===== config.mk =====
export PLATFORM = sky130hd
export DESIGN_NAME = router_pkt_fifo
export DESIGN_NICKNAME = d
export VERILOG_FILES = /design/src/rtl/router_pkt_fifo.sv
export SDC_FILE = /design/constraint.sdc
export NUM_CORES = 1
export LEC_CHECK = 0
export ABC_AREA = 1
export BUFFER_PORTS_ARGS = -buffer_cell sky130_fd_sc_hd__buf_2
export CORE_MARGIN = 5
export CORE_UTILIZATION = 50
export CTS_BUF_LIST = sky130_fd_sc_hd__clkbuf_2
export CTS_CLUSTER_DIAMETER = 100
export DETAILED_ROUTE_END_ITERATION = 7
export GPL_TIMING_DRIVEN = 1
export PLACE_DENSITY = 0.66
export SETUP_SLACK_MARGIN = 0.15
export SLEW_MARGIN = 30
export SYNTH_ARGS = -nofsm -noshare
export SYNTH_HDL_FRONTEND = slang
export SYNTH_SLANG_ARGS = --single-unit

===== constraint.sdc =====
create_clock -name clock -period 3.7 [get_ports clock]
set_input_delay 0.74 -clock clock [delete_from_list [all_inputs] [get_ports clock]]
set_output_delay 0.74 -clock clock [all_outputs]
set_load 0.1 [all_outputs]

===== src/rtl/router_pkt_fifo.sv =====
// Packet-aware synchronous FIFO for one router output channel.
// Each entry holds a data word plus its start-of-packet tag. The read side
// decodes the header length to find the end of each packet and pulses
// pkt_done alongside the final (parity) word.
module router_pkt_fifo #(
    parameter int DATA_W   = 8,
    parameter int DEPTH    = 16,
    parameter int ADDR_W   = $clog2(DEPTH),
    parameter int AF_LEVEL = DEPTH - 2
) (
    input  logic              clock,
    input  logic              resetn,
    input  logic              soft_reset,
    input  logic              write_enb,
    input  logic              sop_in,
    input  logic [DATA_W-1:0] data_in,
    input  logic              read_enb,
    output logic [DATA_W-1:0] data_out,
    output logic              data_valid,
    output logic              empty,
    output logic              full,
    output logic              almost_full,
    output logic [ADDR_W:0]   count,
    output logic              pkt_done,
    output logic              ovf_err,
    output logic              udf_err
);

    localparam int LEN_W = DATA_W - 2;
    // One extra bit so that a maximum-length header plus its parity word fits.
    localparam int REM_W = LEN_W + 1;
    localparam logic [ADDR_W:0] AF_CNT  = (ADDR_W + 1)'(AF_LEVEL);
    localparam logic [ADDR_W:0] PTR_ONE = (ADDR_W + 1)'(1);
    localparam logic [REM_W-1:0] REM_ONE = REM_W'(1);

    logic [DATA_W:0]    mem [DEPTH];
    logic [ADDR_W:0]    wr_ptr;
    logic [ADDR_W:0]    rd_ptr;
    logic [REM_W-1:0]   remaining;
    logic               flush;
    logic               wr_acc;
    logic               rd_acc;
    logic [DATA_W:0]    rd_entry;
    logic [LEN_W-1:0]   hdr_len;

    // Status is derived purely from the registered pointers; the extra MSB
    // distinguishes a full FIFO from an empty one when the indices match.
    assign flush       = !resetn || soft_reset;
    assign count       = wr_ptr - rd_ptr;
    assign empty       = (wr_ptr == rd_ptr);
    assign full        = (wr_ptr[ADDR_W] != rd_ptr[ADDR_W]) &&
                         (wr_ptr[ADDR_W-1:0] == rd_ptr[ADDR_W-1:0]);
    assign almost_full = (count >= AF_CNT);
    assign wr_acc      = write_enb && !full;
    assign rd_acc      = read_enb && !empty;
    assign rd_entry    = mem[rd_ptr[ADDR_W-1:0]];
    assign hdr_len     = rd_entry[DATA_W-1:2];

    // Storage array; contents are left untouched by a flush.
    always_ff @(posedge clock) begin
        if (wr_acc) begin
            mem[wr_ptr[ADDR_W-1:0]] <= {sop_in, data_in};
        end
    end

    // Write/read pointers and the sticky overflow/underflow flags.
    always_ff @(posedge clock) begin
        if (flush) begin
            wr_ptr  <= '0;
            rd_ptr  <= '0;
            ovf_err <= 1'b0;
            udf_err <= 1'b0;
        end else begin
            if (wr_acc) begin
                wr_ptr <= wr_ptr + PTR_ONE;
            end
            if (rd_acc) begin
                rd_ptr <= rd_ptr + PTR_ONE;
            end
            if (write_enb && full) begin
                ovf_err <= 1'b1;
            end
            if (read_enb && empty) begin
                udf_err <= 1'b1;
            end
        end
    end

    // Registered read data plus the packet-boundary down-counter; a new header
    // always reloads the counter, silently abandoning any unfinished packet.
    always_ff @(posedge clock) begin
        if (flush) begin
            data_out   <= '0;
            data_valid <= 1'b0;
            pkt_done   <= 1'b0;
            remaining  <= '0;
        end else begin
            data_valid <= rd_acc;
            pkt_done   <= 1'b0;
            if (rd_acc) begin
                data_out <= rd_entry[DATA_W-1:0];
                if (rd_entry[DATA_W]) begin
                    remaining <= {1'b0, hdr_len} + REM_ONE;
                end else if (remaining != '0) begin
                    remaining <= remaining - REM_ONE;
                    pkt_done  <= (remaining == REM_ONE);
                end
            end
        end
    end

endmodule


==> reports/results.tsv <==
stage	metric	value	unit
logic_synthesis	synth_edf_count	144	
logic_synthesis	yosys.area.top_type	edfxtp_1	
power	p_int	2.60	mW
logic_synthesis	synth_top_area_share	55.8	%
timing	final.period_utilization	90.6	%
critical_path	path_max_fanout	4	
power	p_seq_share	59.9	%
floorplan	die_y	134	um
clock_tree	cts_buffer_depth	2	
logic_synthesis	synthesis.nets	786	
power	leakagePower	3.36	nW
power	p_switching	1.04	mW
logic_synthesis	ys.flop_type	edfxtp_1	
timing	maxSlewViolCount	0	
clock_tree	cts_sinks	177	
floorplan	std_cell_rows	45	
route	firstDrtPassIters	5	
critical_path	required	2960	ps
logic_synthesis	synth_cell_type_count	36	
clock_tree	cts_buffers	17	
critical_path	crit_start	wr_ptr[0]	
global_routing	grt_pass1_wl	27100	um
power	peakVddDrop	0.327	mV
power	powerDensity	436	nW/um^2
global_routing	grt.overflow.total	0	
critical_path	critPathArrivalTime	2610	ps
critical_path	cp-start-kind	flop	
logic_synthesis	async_flop_share	0	%
placed_design	hpwlAfterDp	11400	um
logic_synthesis	synth_warnings	0	
power	clkPwrFrac	30.1	%
power	netSwitchingFraction	28.5	%
timing	finClkSkew	38.3	ps
clock_tree	cts_tree	yes	
placed_design	io_buffers	33	
critical_path	path_class	flop to output port	
global_routing	grt_pass1_vias	5080	
timing	max_slew_margin	37.2	%
timing	hold_viol_final	0	
placed_design	dp.cells	955	
logic_synthesis	synth_seq_cells	177	
logic_synthesis	synth.avg_cell_area	10.2	sq um
floorplan	dieArea	18100	sq um
clock_tree	clkLatencyLatePin	800	ps
global_routing	grt_max_degree	79	
run_status	outcome	completed	
finish	area_growth	7.72	%
timing	fin_crit	3350	ps
finish	drive_gt1_share	12.4	%
clock_tree	hold_buffers	0	
route	ant_nets	0	
timing	grt_setup_unrepaired	no	
timing	setup_tns	0	ps
logic_synthesis	syn_inst	758	
clock_tree	clock_tree.root_cell	clkbuf_2	
timing	fmax	0.298	GHz
floorplan	core_area	15200	sq um
floorplan	die_w	134	um
min_path	worstHoldStart	write_enb	
global_routing	grt_use_total	19.9	%
route	routed-via-count	5345	
min_path	hp-class	input pin to flop	
job	drv_cap	0	
route	wl_per_cell	17.7	um
route	routed_via_density	5.40	
logic_synthesis	yosysMostFrequentCell	nand2_1	
logic_synthesis	synth_common_cells	nand2_1, edfxtp_1, inv_1	
critical_path	endpoint_kind	output port	
finish	nets	815	
route	drt_wl_total	17500	um
floorplan	initial_core_util	51.0	%
floorplan	ios	34	
power	p_comb_share	10.0	%
route	drc	0	
clock_tree	path_clk_slew	270	ps
global_routing	antenna_found_initial	1	
route	initialDrtViolationCount	424	
logic_synthesis	netlist_top_cells_area	edfxtp_1, nand2_1, dfxtp_1	
timing	setup-violations-final	0	
placed_design	gp_congestion	0.838	
logic_synthesis	syn_area	7750	sq um
logic_synthesis	ys_seq_area_share	64.4	%
finish	fin_cells	989	
critical_path	r2r_start	rd_ptr[2]	
clock_tree	htree_levels	4	
timing	worst_pin_slew	938	ps
timing repair:
action	4_1_cts	5_1_grt
buffers inserted	0	1
pin swaps	0	2
setup endpoints to repair	2	2
gates resized for setup	5	5
gates cloned	0	0
registers in the layout, indices dropped and copies added, names as in the netlist, named ones only:
name and count:
data_out 8, data_valid 1, mem 144, ovf_err 1, pkt_done 1, rd_ptr 5
remaining 7, udf_err 1, wr_ptr 5
cell usage in the layout (no fill, tap or decap), drive strengths merged, types with 2 or more instances in the layout:
master / count
bufinv: 2
a21oi: 19
o21ai: 40
inv: 98
nor3: 3
buf: 43
xnor2: 3
dfxtp: 33
ha: 13
clkbuf: 17
edfxtp: 144
o221ai: 6
o22ai: 2
nand2: 189
xor2: 5
o21bai: 2
clkinv: 3
nand3: 74
o211ai: 14
nor2: 81
nand4: 2
worst max-delay path: stages (launching register included):
cell and delay [ps]:
dfxtp_2 400, inv_2 80, ha_1 150, inv_1 60
fa_2 350, a21oi_1 150, o21bai_1 90, xor2_1 240
o21ai_2 110, buf_12 180
power by group through the flow:
stage / clock, mW / sequential (mW) / combinational (mW)
floorplan: 0 / 2.25 / 0.228
global placement: 0 / 2.22 / 0.351
detailed placement: 0 / 2.22 / 0.357
CTS: 1.10 / 2.18 / 0.360
global route: 1.19 / 2.19 / 0.397
finish: 1.09 / 2.18 / 0.364
kinds of logic after synthesis:
group           after synthesis  synth area share (%)
fa+ha+maj                    14                  2.36
compound gates               85                  6.44
xor+xnor                      8                 0.905
buf+inv                     122                  7.19
flops                       177                  64.4
simple gates                352                  18.8
stage by stage:
step	setup WS, ps	utilization, %	power, mW	area, sq um	hold WS, ps
5_1_grt	157	54.9	3.77	8340	112
3_5_place_dp	826	52.8	2.58	8030	451
4_1_cts	216	54.7	3.64	8310	108
6_report	348	54.9	3.64	8340	165
3_3_place_gp	954	52.8	2.57	8030	434
2_1_floorplan	180	-	2.48	7770	443
metal layers:
layer | vias up | track usage (%) | routed length (um)
met2 | 174 | 32.6 | 8550
met3 | 26 | 5.33 | 1120
met4 | 0 | 6.56 | 329
met1 | 2549 | 26.0 | 7490
li1 | 2596 | - | -
met5 | - | 0 | 0
layout make-up:
cell class              count  area, sq um
multi-input cells         459         2240
diodes                      1         2.50
clock buffers              17         85.1
flip-flops and latches    177         4990
clock inverters            15          183
repair buffers             43          274
inverters                  89          337
well taps                 188          235
fillers                  1342         6860
path summary, 6_finish.rpt:
path,end,slack [ps],depth (start not counted)
worst max-delay path,almost_full,350,9
worst min register to register,ovf_err,470,2
worst max register to register,mem[11][0],750,9
worst min-delay path,ovf_err,170,3
Note: power is estimated with default switching activity, not from simulation.
